### config.mk
export PLATFORM = sky130hd
export DESIGN_NAME = mont_mul_serial
export DESIGN_NICKNAME = d
export VERILOG_FILES = /design/src/rtl/mont_mul_serial.sv
export SDC_FILE = /design/constraint.sdc
export NUM_CORES = 2
export LEC_CHECK = 0
export CAP_MARGIN = 20
export CORE_MARGIN = 2
export CORE_UTILIZATION = 63
export CTS_CLUSTER_DIAMETER = 60
export DETAILED_ROUTE_END_ITERATION = 6
export PLACE_DENSITY = 0.93
export SETUP_SLACK_MARGIN = 0.3
export SYNTH_ARGS = -nofsm -noshare
export SYNTH_HDL_FRONTEND = slang
export SYNTH_SLANG_ARGS = --single-unit
### constraint.sdc
create_clock -name clk -period 22.8 [get_ports clk]
set_input_delay 4.56 -clock clk [delete_from_list [all_inputs] [get_ports clk]]
set_output_delay 4.56 -clock clk [all_outputs]
set_load 0.005 [all_outputs]
### src/rtl/mont_mul_serial.sv
// Bit-serial radix-2 Montgomery multiplier: result = a*b*2^-K mod M.
// One operand bit per cycle (K cycles), then one final conditional subtract.
`timescale 1ns/1ps
module mont_mul_serial #(
  parameter int          K    = 192,
  parameter int          LOGK = 8,
  parameter logic [K-1:0] M   = 192'hfffffffffffffffffffffffffffffffeffffffffffffffff
) (
  input  logic         clk,
  input  logic         rst_n,
  input  logic         start,
  input  logic [K-1:0] a,
  input  logic [K-1:0] b,
  output logic [K-1:0] result,
  output logic         done
);

  typedef enum logic [1:0] {IDLE, CALC, FINAL, DONE} state_e;

  localparam logic [LOGK-1:0] LAST  = LOGK'(K - 1);
  // (t + M) / 2 for odd t equals floor(t / 2) + (M + 1) / 2, since M is odd
  localparam logic [K:0]      MHALF = {2'b00, M[K-1:1]} + (K+1)'(1);

  state_e          state_q, state_d;
  logic [K-1:0]    ra_q, ra_d;
  logic [K-1:0]    rb_q, rb_d;
  logic [K:0]      acc_q, acc_d;
  logic [LOGK-1:0] cnt_q, cnt_d;
  logic [K-1:0]    result_q, result_d;
  logic            done_q, done_d;

  logic [K+1:0]    tSum;
  logic [K:0]      accNext;
  logic [K:0]      accMinusM;
  logic            accGeM;

  always_comb begin
    tSum      = {1'b0, acc_q} + (ra_q[cnt_q] ? {2'b00, rb_q} : '0);
    accNext   = tSum[K+1:1] + (tSum[0] ? MHALF : '0);
    accMinusM = acc_q - {1'b0, M};
    accGeM    = (acc_q >= {1'b0, M});
  end

  always_comb begin
    state_d  = state_q;
    ra_d     = ra_q;
    rb_d     = rb_q;
    acc_d    = acc_q;
    cnt_d    = cnt_q;
    result_d = result_q;
    done_d   = done_q;
    unique case (state_q)
      IDLE: begin
        done_d = 1'b0;
        if (start) begin
          ra_d    = a;
          rb_d    = b;
          acc_d   = '0;
          cnt_d   = '0;
          state_d = CALC;
        end
      end
      CALC: begin
        acc_d = accNext;
        cnt_d = cnt_q + 1'b1;
        if (cnt_q == LAST) state_d = FINAL;
      end
      FINAL: begin
        result_d = accGeM ? accMinusM[K-1:0] : acc_q[K-1:0];
        done_d   = 1'b1;
        state_d  = DONE;
      end
      DONE: begin
        // a held start keeps us here; a low start releases after one cycle
        done_d = 1'b1;
        if (!start) begin
          done_d  = 1'b0;
          state_d = IDLE;
        end
      end
      default: state_d = IDLE;
    endcase
  end

  always_ff @(posedge clk or negedge rst_n) begin
    if (!rst_n) begin
      state_q  <= IDLE;
      ra_q     <= '0;
      rb_q     <= '0;
      acc_q    <= '0;
      cnt_q    <= '0;
      result_q <= '0;
      done_q   <= 1'b0;
    end else begin
      state_q  <= state_d;
      ra_q     <= ra_d;
      rb_q     <= rb_d;
      acc_q    <= acc_d;
      cnt_q    <= cnt_d;
      result_q <= result_d;
      done_q   <= done_d;
    end
  end

  assign result = result_q;
  assign done   = done_q;

endmodule

==> flow_metrics.env <==
export IMPL_slew_limit_headroom_pct=23.9
export IMPL_synth_avg_cell_area_um2=8.97
export IMPL_p_int_mw=2.30
export IMPL_start_util_pct=63.3
export IMPL_whs_path_depth=1
export IMPL_clock_sinks=780
export IMPL_antenna_found_initial=15
export IMPL_outcome="finished, final reports clean"
export IMPL_core_area_um2=86300
export IMPL_syn2layout_area_growth_pct=17.4
export IMPL_die_x_um=299
export IMPL_drt_wirelength_per_cell_um=27.2
export IMPL_fin_nets=7237
export IMPL_ys_ff_latch=780
export IMPL_final_antenna_net_count=0
export IMPL_insertion_delay_ps=710
export IMPL_detailed_place_hpwl_um=156000
export IMPL_synth_warning_count=0
export IMPL_route_detailed_drc=0
export IMPL_finalCritPeriodShare_pct=59.9
export IMPL_wirelength_um=211000
export IMPL_synthMostInstantiatedCell="dfrtp_1"
export IMPL_portBuffers=579
export IMPL_slew_violations=0
export IMPL_skew_ps=43.4
export IMPL_fin_crit_ps=13650
export IMPL_worstMarginPinSlew_ps=1110
export IMPL_grt_pass1_wl_um=316000
export IMPL_p_total_mw=2.98
export IMPL_r2r_end="acc_q[192]"
export IMPL_cpPeakStageDelay_ps=1090
export IMPL_finalHoldViolations=0
export IMPL_synth_nets=6816
export IMPL_power_density_nw_per_um2=46.4
export IMPL_synthTopCellsByArea="dfrtp_1, mux2_2, ha_1"
export IMPL_placed_cells=7585
export IMPL_reg2reg_from="cnt_q[0]"
export IMPL_clockBufferDepth=3
export IMPL_critPathKind="reg2reg"
export IMPL_synth_top_area_cell="dfrtp_1"
export IMPL_multi_input_area_um2=33700
export IMPL_setup_violations=0
export IMPL_ir_worst_vdd_uv=87.5
export IMPL_htreeDepth=3
export IMPL_globalplace_congestion=1.03
export IMPL_p_seq_share_pct=46.5
export IMPL_p_leak_nw=28.9
export IMPL_cp_slowest_cell="dfrtp_4"
export IMPL_numCtsBuffers=88
export IMPL_synth_edff_count=0
export IMPL_maxCapViolations=0
export IMPL_reg2regPathDepth=36
export IMPL_viasPerCell=6.77
export IMPL_tns_ps=0
export IMPL_rrSetupSlack_ps=9150
export IMPL_crit_end="acc_q[192]"
export IMPL_clock_root_buffer="clkbuf_16"
export IMPL_drive_above_1_share_pct=10.6
export IMPL_ys_seq_area_share_pct=35.7
export IMPL_synth_top_area_share_pct=35.7
export IMPL_clockPowerShare_pct=50.0
export IMPL_drtIter0Drc=5905
export IMPL_post_cts_resized=0
export IMPL_synthArstFlopShare_pct=100
export IMPL_combPwrFrac_pct=3.5
export IMPL_grt_max_degree=159
export IMPL_p_sw_mw=0.682
export IMPL_grt_setup_unrepaired="false"
export IMPL_swShare_pct=22.9
export IMPL_crit_fanout=66
export IMPL_gr_total_overflow=0
export IMPL_dieHeight_um=299
export IMPL_hold_buffers=0
export IMPL_die_area_um2=89200
export IMPL_cts_tree="done"
export IMPL_io_pins=580
export IMPL_synth_ff_type="dfrtp_1"
export IMPL_drtPass1Iterations=6
export IMPL_startpoint="cnt_q[0]"
export IMPL_synth_area_um2=54700
export IMPL_worstPathArrival_ps=14260
export IMPL_max_freq_mhz=73.2
export IMPL_clkTransAtPathRegs_ps=70
export IMPL_synthDistinctLibCells=90
export IMPL_track_usage_pct=46.2
export IMPL_netlist_instances=6100
export IMPL_cp_start_kind="flip-flop"
export IMPL_worstHoldPathType="reg2reg"
export IMPL_postCtsSetupBuffers=0
export IMPL_rows=108
export IMPL_regArea_um2=19500
export IMPL_vias=52500
export IMPL_required_ps=23410
export IMPL_crit_top_cell="o21ai_0"
export IMPL_final_cells=7750
export IMPL_ys_top_cells_by_count="dfrtp_1, a21oi_1, nand2_1, nor2_1, o21ai_0"
export IMPL_fill_cells=5876
export IMPL_end_kind="flip-flop"
export IMPL_grt_pass1_vias=52100
==> critical path, delay by kind of cell, from the launching register on <==
kind / cells / cell delay [ps]
buffers and inverters: 1 / 420
AND/OR/NAND/NOR: 9 / 1890
flip-flops: 1 / 1090
multiplexers: 4 / 2650
XOR/XNOR: 1 / 150
AO/OA/AOI/OAI: 19 / 6350
adder cells (fa/ha/maj): 2 / 810
==> cell families after synthesis <==
logic type / count (synthesis) / synth area share (%)
simple gates: 1962 / 17.3
compound gates: 1652 / 17.9
flops: 780 / 35.7
xor+xnor: 511 / 8.18
mux: 451 / 10.6
buf+inv: 415 / 2.86
fa+ha+maj: 329 / 7.55
==> sequential cells by signal, indices dropped and copies added, names as in the netlist <==
register	cells
acc_q	193
state_q	2
cnt_q	8
rb_q	192
ra_q	192
result	192
done	1
==> power by group through the flow <==
stage                     Combinational (mW)  Clock [mW]  Sequential [mW]
final                                  0.104        1.49             1.38
after global routing                   0.111        1.54             1.38
after CTS                              0.104        1.48             1.38
after detailed placement               0.102           0             1.41
after global placement                0.0993           0             1.41
after floorplan                     0.000786           0             1.41
==> metal layers <==
layer  vias to the layer above  GRT usage [%]  part of all wire (%)
met1                     25300           57.0                    36
met5                         -              0                 0.015
met4                         4           31.5                   8.2
li1                      22800              -                     -
met3                       949           10.3                    10
met2                      3510           72.5                    45
==> metrics by stage <==
stage	util, %	hold slack, ps	area, um2	setup WS [ps]
floorplan	-	470	54700	13180
global placement	70.9	479	61200	10350
detailed placement	70.9	485	61200	10280
CTS	74.3	498	64200	9940
global route	74.3	504	64200	8530
finish	74.4	496	64200	9150
==> final cells by class <==
type	count	share of cell area, %
clock inverter	35	0.758
antenna	13	0.0507
tap	1155	2.25
inverter	127	0.742
clock buffer	116	3.82
timing repair buffer	619	9.53
sequential	780	30.4
multi-input combinational	4905	52.4
==> how the worst min path moves through the flow <==
stage	endpoint	slack (ps)	start
finish	rb_q[109]	500	rb_q[109]
global route	rb_q[48]	500	rb_q[48]
CTS	rb_q[109]	500	rb_q[109]
detailed placement	rb_q[109]	490	rb_q[109]
global placement	rb_q[173]	480	rb_q[173]
floorplan	done	470	done
==> layout by cell type, fill, tap and decap left out, types with 38 or more instances in the layout <==
cell type          n
a21o_1           136
a21oi_1          684
a31oi_1           38
and2_1           219
and3_1            60
clkbuf_16         90
clkdlybuf4s50_1  578
dfrtp_1          778
ha_1             325
inv_1            127
mux2_2           386
mux4_2            63
nand2_1          596
nand3_1          138
nand4_1          161
nor2_1           510
nor3_1            89
o21ai_0          436
o21bai_1         108
xnor2_1          278
xor2_1           233
Note: power is estimated with default switching activity, not from simulation.
